$ cat src/rtl/rob_commit_ctrl_pkg.sv
// rob_commit_ctrl_pkg: shared widths and the per-entry payload of the reorder buffer.
package rob_commit_ctrl_pkg;
    localparam int ROB_W_DEF = 4;
    localparam int REG_W = 5;
    localparam int DATA_W = 32;
    typedef struct packed {
        logic [REG_W-1:0]  rd;
        logic [DATA_W-1:0] value;
    } rob_entry_t;
endpackage

$ cat src/rtl/rob_entry_array.sv
// rob_entry_array: ROB storage with one alloc write, one write-back port and two forwarding lookups.
module rob_entry_array
    import rob_commit_ctrl_pkg::*;
#(
    parameter int ROB_W = ROB_W_DEF
) (
    input  logic              clk,
    input  logic              rst,
    input  logic              clr,
    input  logic              alloc_we,
    input  logic [ROB_W-1:0]  alloc_idx,
    input  logic [REG_W-1:0]  alloc_rd,
    input  logic              wb_we,
    input  logic              fwd_valid,
    input  logic [ROB_W-1:0]  wb_idx,
    input  logic [DATA_W-1:0] wb_value,
    input  logic [ROB_W-1:0]  head_idx,
    output logic              head_ready,
    output logic [REG_W-1:0]  head_rd,
    output logic [DATA_W-1:0] head_value,
    input  logic [ROB_W-1:0]  tag1,
    input  logic [ROB_W-1:0]  tag2,
    output logic              ready1,
    output logic [DATA_W-1:0] value1,
    output logic              ready2,
    output logic [DATA_W-1:0] value2
);
    localparam int DEPTH = 1 << ROB_W;
    logic [DEPTH-1:0] ready_q;
    rob_entry_t ent_q [DEPTH];
    logic hit1, hit2;
    always_ff @(posedge clk or posedge rst) begin
        if (rst) ready_q <= '0;
        else if (clr) ready_q <= '0;
        else begin
            if (alloc_we) ready_q[alloc_idx] <= 1'b0;
            if (wb_we) ready_q[wb_idx] <= 1'b1;
        end
    end
    // Payload needs no reset: it is only consumed once its ready bit is set.
    always_ff @(posedge clk) begin
        if (alloc_we) ent_q[alloc_idx].rd <= alloc_rd;
        if (wb_we) ent_q[wb_idx].value <= wb_value;
    end
    assign hit1 = fwd_valid && wb_idx == tag1;
    assign hit2 = fwd_valid && wb_idx == tag2;
    assign ready1 = ready_q[tag1] | hit1;
    assign ready2 = ready_q[tag2] | hit2;
    assign value1 = hit1 ? wb_value : ent_q[tag1].value;
    assign value2 = hit2 ? wb_value : ent_q[tag2].value;
    assign head_ready = ready_q[head_idx];
    assign head_rd = ent_q[head_idx].rd;
    assign head_value = ent_q[head_idx].value;
endmodule

$ cat src/rtl/rob_commit_ctrl.sv
// rob_commit_ctrl: in-order ROB pointer/count/commit control driving the architectural register file.
module rob_commit_ctrl
    import rob_commit_ctrl_pkg::*;
#(
    parameter int ROB_W = ROB_W_DEF
) (
    input  logic              clk,
    input  logic              rst,
    input  logic              rdy,
    input  logic              flush,
    input  logic              alloc_valid,
    input  logic [4:0]        alloc_rd,
    output logic              alloc_ready,
    output logic [ROB_W-1:0]  alloc_rob_id,
    output logic              need_set_reg_dep,
    output logic [4:0]        set_dep_reg_id,
    output logic [ROB_W-1:0]  set_dep_rob_id,
    input  logic              wb_valid,
    input  logic [ROB_W-1:0]  wb_rob_id,
    input  logic [31:0]       wb_value,
    input  logic [ROB_W-1:0]  need_rob_id1,
    input  logic [ROB_W-1:0]  need_rob_id2,
    output logic              rob_value1_ready,
    output logic [31:0]       rob_value1,
    output logic              rob_value2_ready,
    output logic [31:0]       rob_value2,
    output logic              need_set_reg_value,
    output logic [4:0]        set_value_reg_id,
    output logic [31:0]       set_val,
    output logic [ROB_W-1:0]  set_reg_rob_id,
    output logic              clear
);
    localparam logic [ROB_W:0] FULL = {1'b1, {ROB_W{1'b0}}};
    logic [ROB_W-1:0] head, tail, wb_off;
    logic [ROB_W:0] count;
    logic fire, commit, wb_we, head_ready;
    logic [REG_W-1:0] head_rd;
    logic [DATA_W-1:0] head_value;
    assign alloc_ready = rdy & ~flush & ~clear & (count != FULL);
    assign fire = alloc_valid & alloc_ready;
    assign alloc_rob_id = tail;
    assign set_dep_rob_id = tail;
    assign set_dep_reg_id = alloc_rd;
    assign need_set_reg_dep = fire & (alloc_rd != '0);
    // A tag is occupied when its distance from head lies inside the live window.
    assign wb_off = wb_rob_id - head;
    assign wb_we = rdy & ~flush & wb_valid & ({1'b0, wb_off} < count);
    assign commit = rdy & ~flush & (count != '0) & head_ready;
    rob_entry_array #(.ROB_W(ROB_W)) u_array (
        .clk(clk),
        .rst(rst),
        .clr(rdy & flush),
        .alloc_we(fire),
        .alloc_idx(tail),
        .alloc_rd(alloc_rd),
        .wb_we(wb_we),
        .fwd_valid(wb_valid),
        .wb_idx(wb_rob_id),
        .wb_value(wb_value),
        .head_idx(head),
        .head_ready(head_ready),
        .head_rd(head_rd),
        .head_value(head_value),
        .tag1(need_rob_id1),
        .tag2(need_rob_id2),
        .ready1(rob_value1_ready),
        .value1(rob_value1),
        .ready2(rob_value2_ready),
        .value2(rob_value2)
    );
    always_ff @(posedge clk or posedge rst) begin
        if (rst) begin
            head <= '0;
            tail <= '0;
            count <= '0;
            need_set_reg_value <= 1'b0;
            clear <= 1'b0;
            set_value_reg_id <= '0;
            set_val <= '0;
            set_reg_rob_id <= '0;
        end else if (!rdy) begin
            need_set_reg_value <= 1'b0;
            clear <= 1'b0;
        end else if (flush) begin
            head <= '0;
            tail <= '0;
            count <= '0;
            need_set_reg_value <= 1'b0;
            clear <= 1'b1;
        end else begin
            clear <= 1'b0;
            need_set_reg_value <= commit & (head_rd != '0);
            tail <= tail + ROB_W'(fire);
            head <= head + ROB_W'(commit);
            count <= count + (ROB_W+1)'(fire) - (ROB_W+1)'(commit);
            if (commit) begin
                set_value_reg_id <= head_rd;
                set_val <= head_value;
                set_reg_rob_id <= head;
            end
        end
    end
endmodule

$ cat config.mk
export PLATFORM = sky130hd
export DESIGN_NAME = rob_commit_ctrl
export DESIGN_NICKNAME = d
export VERILOG_FILES = /design/src/rtl/rob_commit_ctrl_pkg.sv /design/src/rtl/rob_entry_array.sv /design/src/rtl/rob_commit_ctrl.sv
export SDC_FILE = /design/constraint.sdc
export NUM_CORES = 1
export LEC_CHECK = 0
export BUFFER_PORTS_ARGS = -buffer_cell sky130_fd_sc_hd__buf_2
export CORE_MARGIN = 1
export CORE_UTILIZATION = 35
export CTS_CLUSTER_DIAMETER = 80
export DETAILED_ROUTE_END_ITERATION = 12
export SYNTH_ARGS = -nofsm -noshare
export SYNTH_HDL_FRONTEND = slang
export SYNTH_SLANG_ARGS = --single-unit
export TNS_END_PERCENT = 100
$ cat constraint.sdc
create_clock -name clk -period 4.2 [get_ports clk]
set_input_delay 0.21 -clock clk [delete_from_list [all_inputs] [get_ports clk]]
set_output_delay 0.21 -clock clk [all_outputs]
set_load 0.005 [all_outputs]
==> results by group <==
Critical path
  – Most common cell on crit path: inv_1
  – Req. time, crit path: 4.71 ns
  – Worst path max stage delay: 0.56 ns
  – Critical Path Slowest Stage Cell: dlygate4sd3_1
  – CP Class: reg2reg
  – CP cell instances: mux4_2 > and2_1 > a211oi_2 > a31oi_2 > o211ai_4 > inv_2 > ha_1 > inv_1 > ha_2 > inv_1 > fa_2 > nor2b_2 > nor2_1 > o21bai_1 > xnor2_1 > mux2i_1 > o22ai_1 > dlygate4sd3_1
  – CP Launch Type: flip-flop
  – Crit Path Max Fanout: 7
  – Reg-to-reg slack, setup: 0.18 ns
  – Delay-heaviest family, CP: adder cells
  – CP bufs+invs: 4
  – WP data arrival: 4.53 ns
  – Worst Setup End Kind: flip-flop

Cells and area
  – # nets final: 1971
  – Filler cell count: 8582
  – Layout cell share with drive strength beyond 1: 50.9%
  – Synthesis-to-finish area growth: 16.5%
  – Final Cell Area: 0.0403 mm²

Detailed routing
  – Avg WL per Cell: 31.8 µm
  – DRT antenna net count: 0
  – Drt total wl: 103 mm
  – Starting DRC count in detailed routing: 2108
  – Detailed-route via count: 19.6k
  – DR vias/cell: 6.06
  – DRC viols: 0
  – TritonRoute pass-1 iters: 6

Power and ir drop
  – Power per cell area: 388 mW/mm²
  – Peak supply drop: 0.000316 V
  – Reg power frac: 46.9%
  – Int Pwr: 12.0 mW
  – Pleak: 13.2 nW
  – Clock power frac: 44.7%
  – Combinational power share: 8.4%
  – Switching Fraction: 23.2%
  – Psw: 3.63 mW

Placement
  – Post-DP Area: 0.0372 mm²
  – IO buf count: 178
  – GP Congestion: 0.798
  – DP Wirelength: 59.4 mm

CTS
  – Clk Latency, worst-skew pair: 0.65 ns
  – TritonCTS buffer count: 79
  – Clk buf depth: 3
  – CTS root buf: clkbuf_16
  – CTS Sinks: 664
  – Clock transition at the registers of the reported paths: 0.06 ns
  – H-tree Lvls: 3
  – CTS tree: done

Timing
  – Fmax: 0.249 GHz
  – Clock Skew: 0.0363 ns
  – Hold Vio Cnt, Final: 0
  – Fin. max-slew vios: 0
  – Smallest hold slack: 0.0578 ns
  – Final setup violation count: 0
  – Minimum clock period after layout: 4.02 ns
  – Final period util: 95.7%
  – Worst Tran Pin Value: 1.09 ns
  – Slew headroom: 27.2%

Floorplan
  – Die ar.: 0.100 mm²
  – I/O pin count: 179
  – Total core area: 0.0973 mm²
  – Starting Density: 35.6%
  – Die X-Extent: 316 µm
  – Std-Cell Rows: 114
  – Die Ht: 316 µm

Global route
  – Vias in the first global route: 20.7k
  – Grt total ovfl: 0
  – Largest net degree at the start of global routing: 66
  – Initial antenna violation count: 10
  – First-pass GRT wire length: 150 mm
  – All-Layer GR Usage: 21.0%

Logic synthesis
  – Post-Synthesis Cells: 1676
  – Ys flop type: edfxtp_1
  – Register area share after synthesis: 56.6%
  – Syn_nets: 1749
  – Post-synth cell types: 44
  – Synth Warn #: 0
  – Synth Cell Area: 0.0346 mm²
  – Syn Area/Cell: 20.6 µm²
  – Async SR Flop Fraction: 10.8%
  – Post-synth EDFFs: 592
  – Register bit total from synthesis: 664

Run
  – Max Cap Violations: 0

Status
  – Outcome: complete, no violations

Hold path
  – Min-delay worst type: in2reg
registers in the layout, summed over array words and instances, names as in the netlist:
signal and flops:
set_value_reg_id 5, count 5, head 4, set_val 32
alloc_rob_id 4, clear 1, u_array.ready_q 16, need_set_reg_value 1
set_reg_rob_id 4, u_array.ent_q 592
cells in the mapped netlist (16+ instances only):
cell type    n  area (µm²)
edfxtp_1   592       17800
mux4_2     515       11600
mux2_2      84         946
clkbuf_1    73         274
dfrtp_1     72        1800
inv_1       32         120
buf_2       30         150
nand2_1     28         105
nor2_1      27         101
o21ai_0     25         125
buf_4       24         180
mux2_1      21         236
a21oi_1     20         100
buf_6       17         191
nand3_1     17        85.1
ha_1        16         200
power groups by stage:
stage	clock network, mW	registers [mW]	logic, mW
floorplan	0	7.44	0.765
global placement	0	7.46	1.28
detailed placement	0	7.46	1.29
CTS	7.11	7.33	1.34
global route	7.36	7.33	1.41
finish	6.98	7.33	1.32
worst paths after layout:
| check | from | end | depth (start not counted) |
|---|---|---|---|
| setup / recovery | head[0] | count[4] | 18 |
| hold / removal | wb_rob_id[0] | u_array.ready_q[3] | 3 |
| setup reg to reg | head[0] | count[4] | 18 |
| hold reg to reg | set_reg_rob_id[0] | set_reg_rob_id[0] | 1 |
| max in group asynchronous | rst | set_val[26] | 4 |
| min in group asynchronous | rst | set_val[2] | 3 |
metrics by stage:
stage	setup TNS [ns]	util (%)	total power [mW]	std cells	setup WS [ns]
final	0	41.4	15.6	3242	0.180
after global routing	-0.0156	41.4	16.1	3240	-0.0156
after CTS	0	41.4	15.8	3237	0.0190
after detailed placement	0	38.2	8.76	3049	0.604
after global placement	0	38.2	8.74	3049	0.542
after floorplan	0	-	8.21	1676	0.272
worst reg2reg max path, delay by kind of cell (launching register included):
kind,cells,cell delay (ns)
flip-flops,1,0.47
adder cells (fa/ha/maj),3,0.80
AND/OR/NAND/NOR,3,0.39
multiplexers,2,0.70
AO/OA/AOI/OAI,5,0.62
buffers and inverters,4,0.74
XOR/XNOR,1,0.16
what timing repair did:
| item | 4_1_cts | 5_1_grt |
|---|---|---|
| endpoints found under the setup margin | 0 | 1 |
| hold buffers | 41 | 0 |
| buffers inserted | 0 | 3 |
| hold endpoints to repair | 638 | 0 |
| gates resized for setup | 0 | 6 |
layout by cell type, fill, tap and decap left out, types with 15 or more instances in the layout:
cell / instances
dlygate4sd3_1: 41
clkbuf_1: 17
mux2_2: 84
nand2_1: 28
a21oi_1: 20
buf_2: 172
nand3_1: 17
buf_4: 48
mux2_1: 21
o21ai_0: 25
dfrtp_1: 68
edfxtp_1: 592
ha_1: 15
inv_1: 15
buf_12: 27
mux4_2: 515
clkbuf_16: 80
inv_2: 18
nor2_1: 27
per-layer routing:
metal	up-vias	part of all wire [%]	global-route usage, %
met4	10	3.0	6.98
met1	10600	40	28.1
met2	1001	49	33.7
li1	7806	-	-
met5	-	0.055	0
met3	200	8.6	5.00
cells by family (layout without fill, tap and decap cells):
kind of cell             Yosys count  after routing  share of synthesized area [%]
AO/OA/AOI/OAI                     68             68                           1.12
adder cells (fa/ha/maj)           18             18                          0.695
buffers and inverters            185            473                           2.75
flip-flops                       664            664                           56.6
AND/OR/NAND/NOR                  107            107                           1.51
XOR/XNOR                          13             13                          0.329
other                              0              2                              0
multiplexers                     621            621                           37.0
cell type report:
| type | count | area, µm² | share of cell area (%) |
|---|---|---|---|
| inverters | 34 | 130 | 0.323 |
| flip-flops and latches | 664 | 19600 | 48.6 |
| multi-input cells | 827 | 14100 | 35.0 |
| diodes | 2 | 5.00 | 0.0124 |
| well taps | 1276 | 1600 | 3.96 |
| repair buffers | 292 | 2220 | 5.52 |
| clock inverters | 46 | 508 | 1.26 |
| clock buffers | 101 | 2120 | 5.26 |
Note: power is estimated with default switching activity, not from simulation.
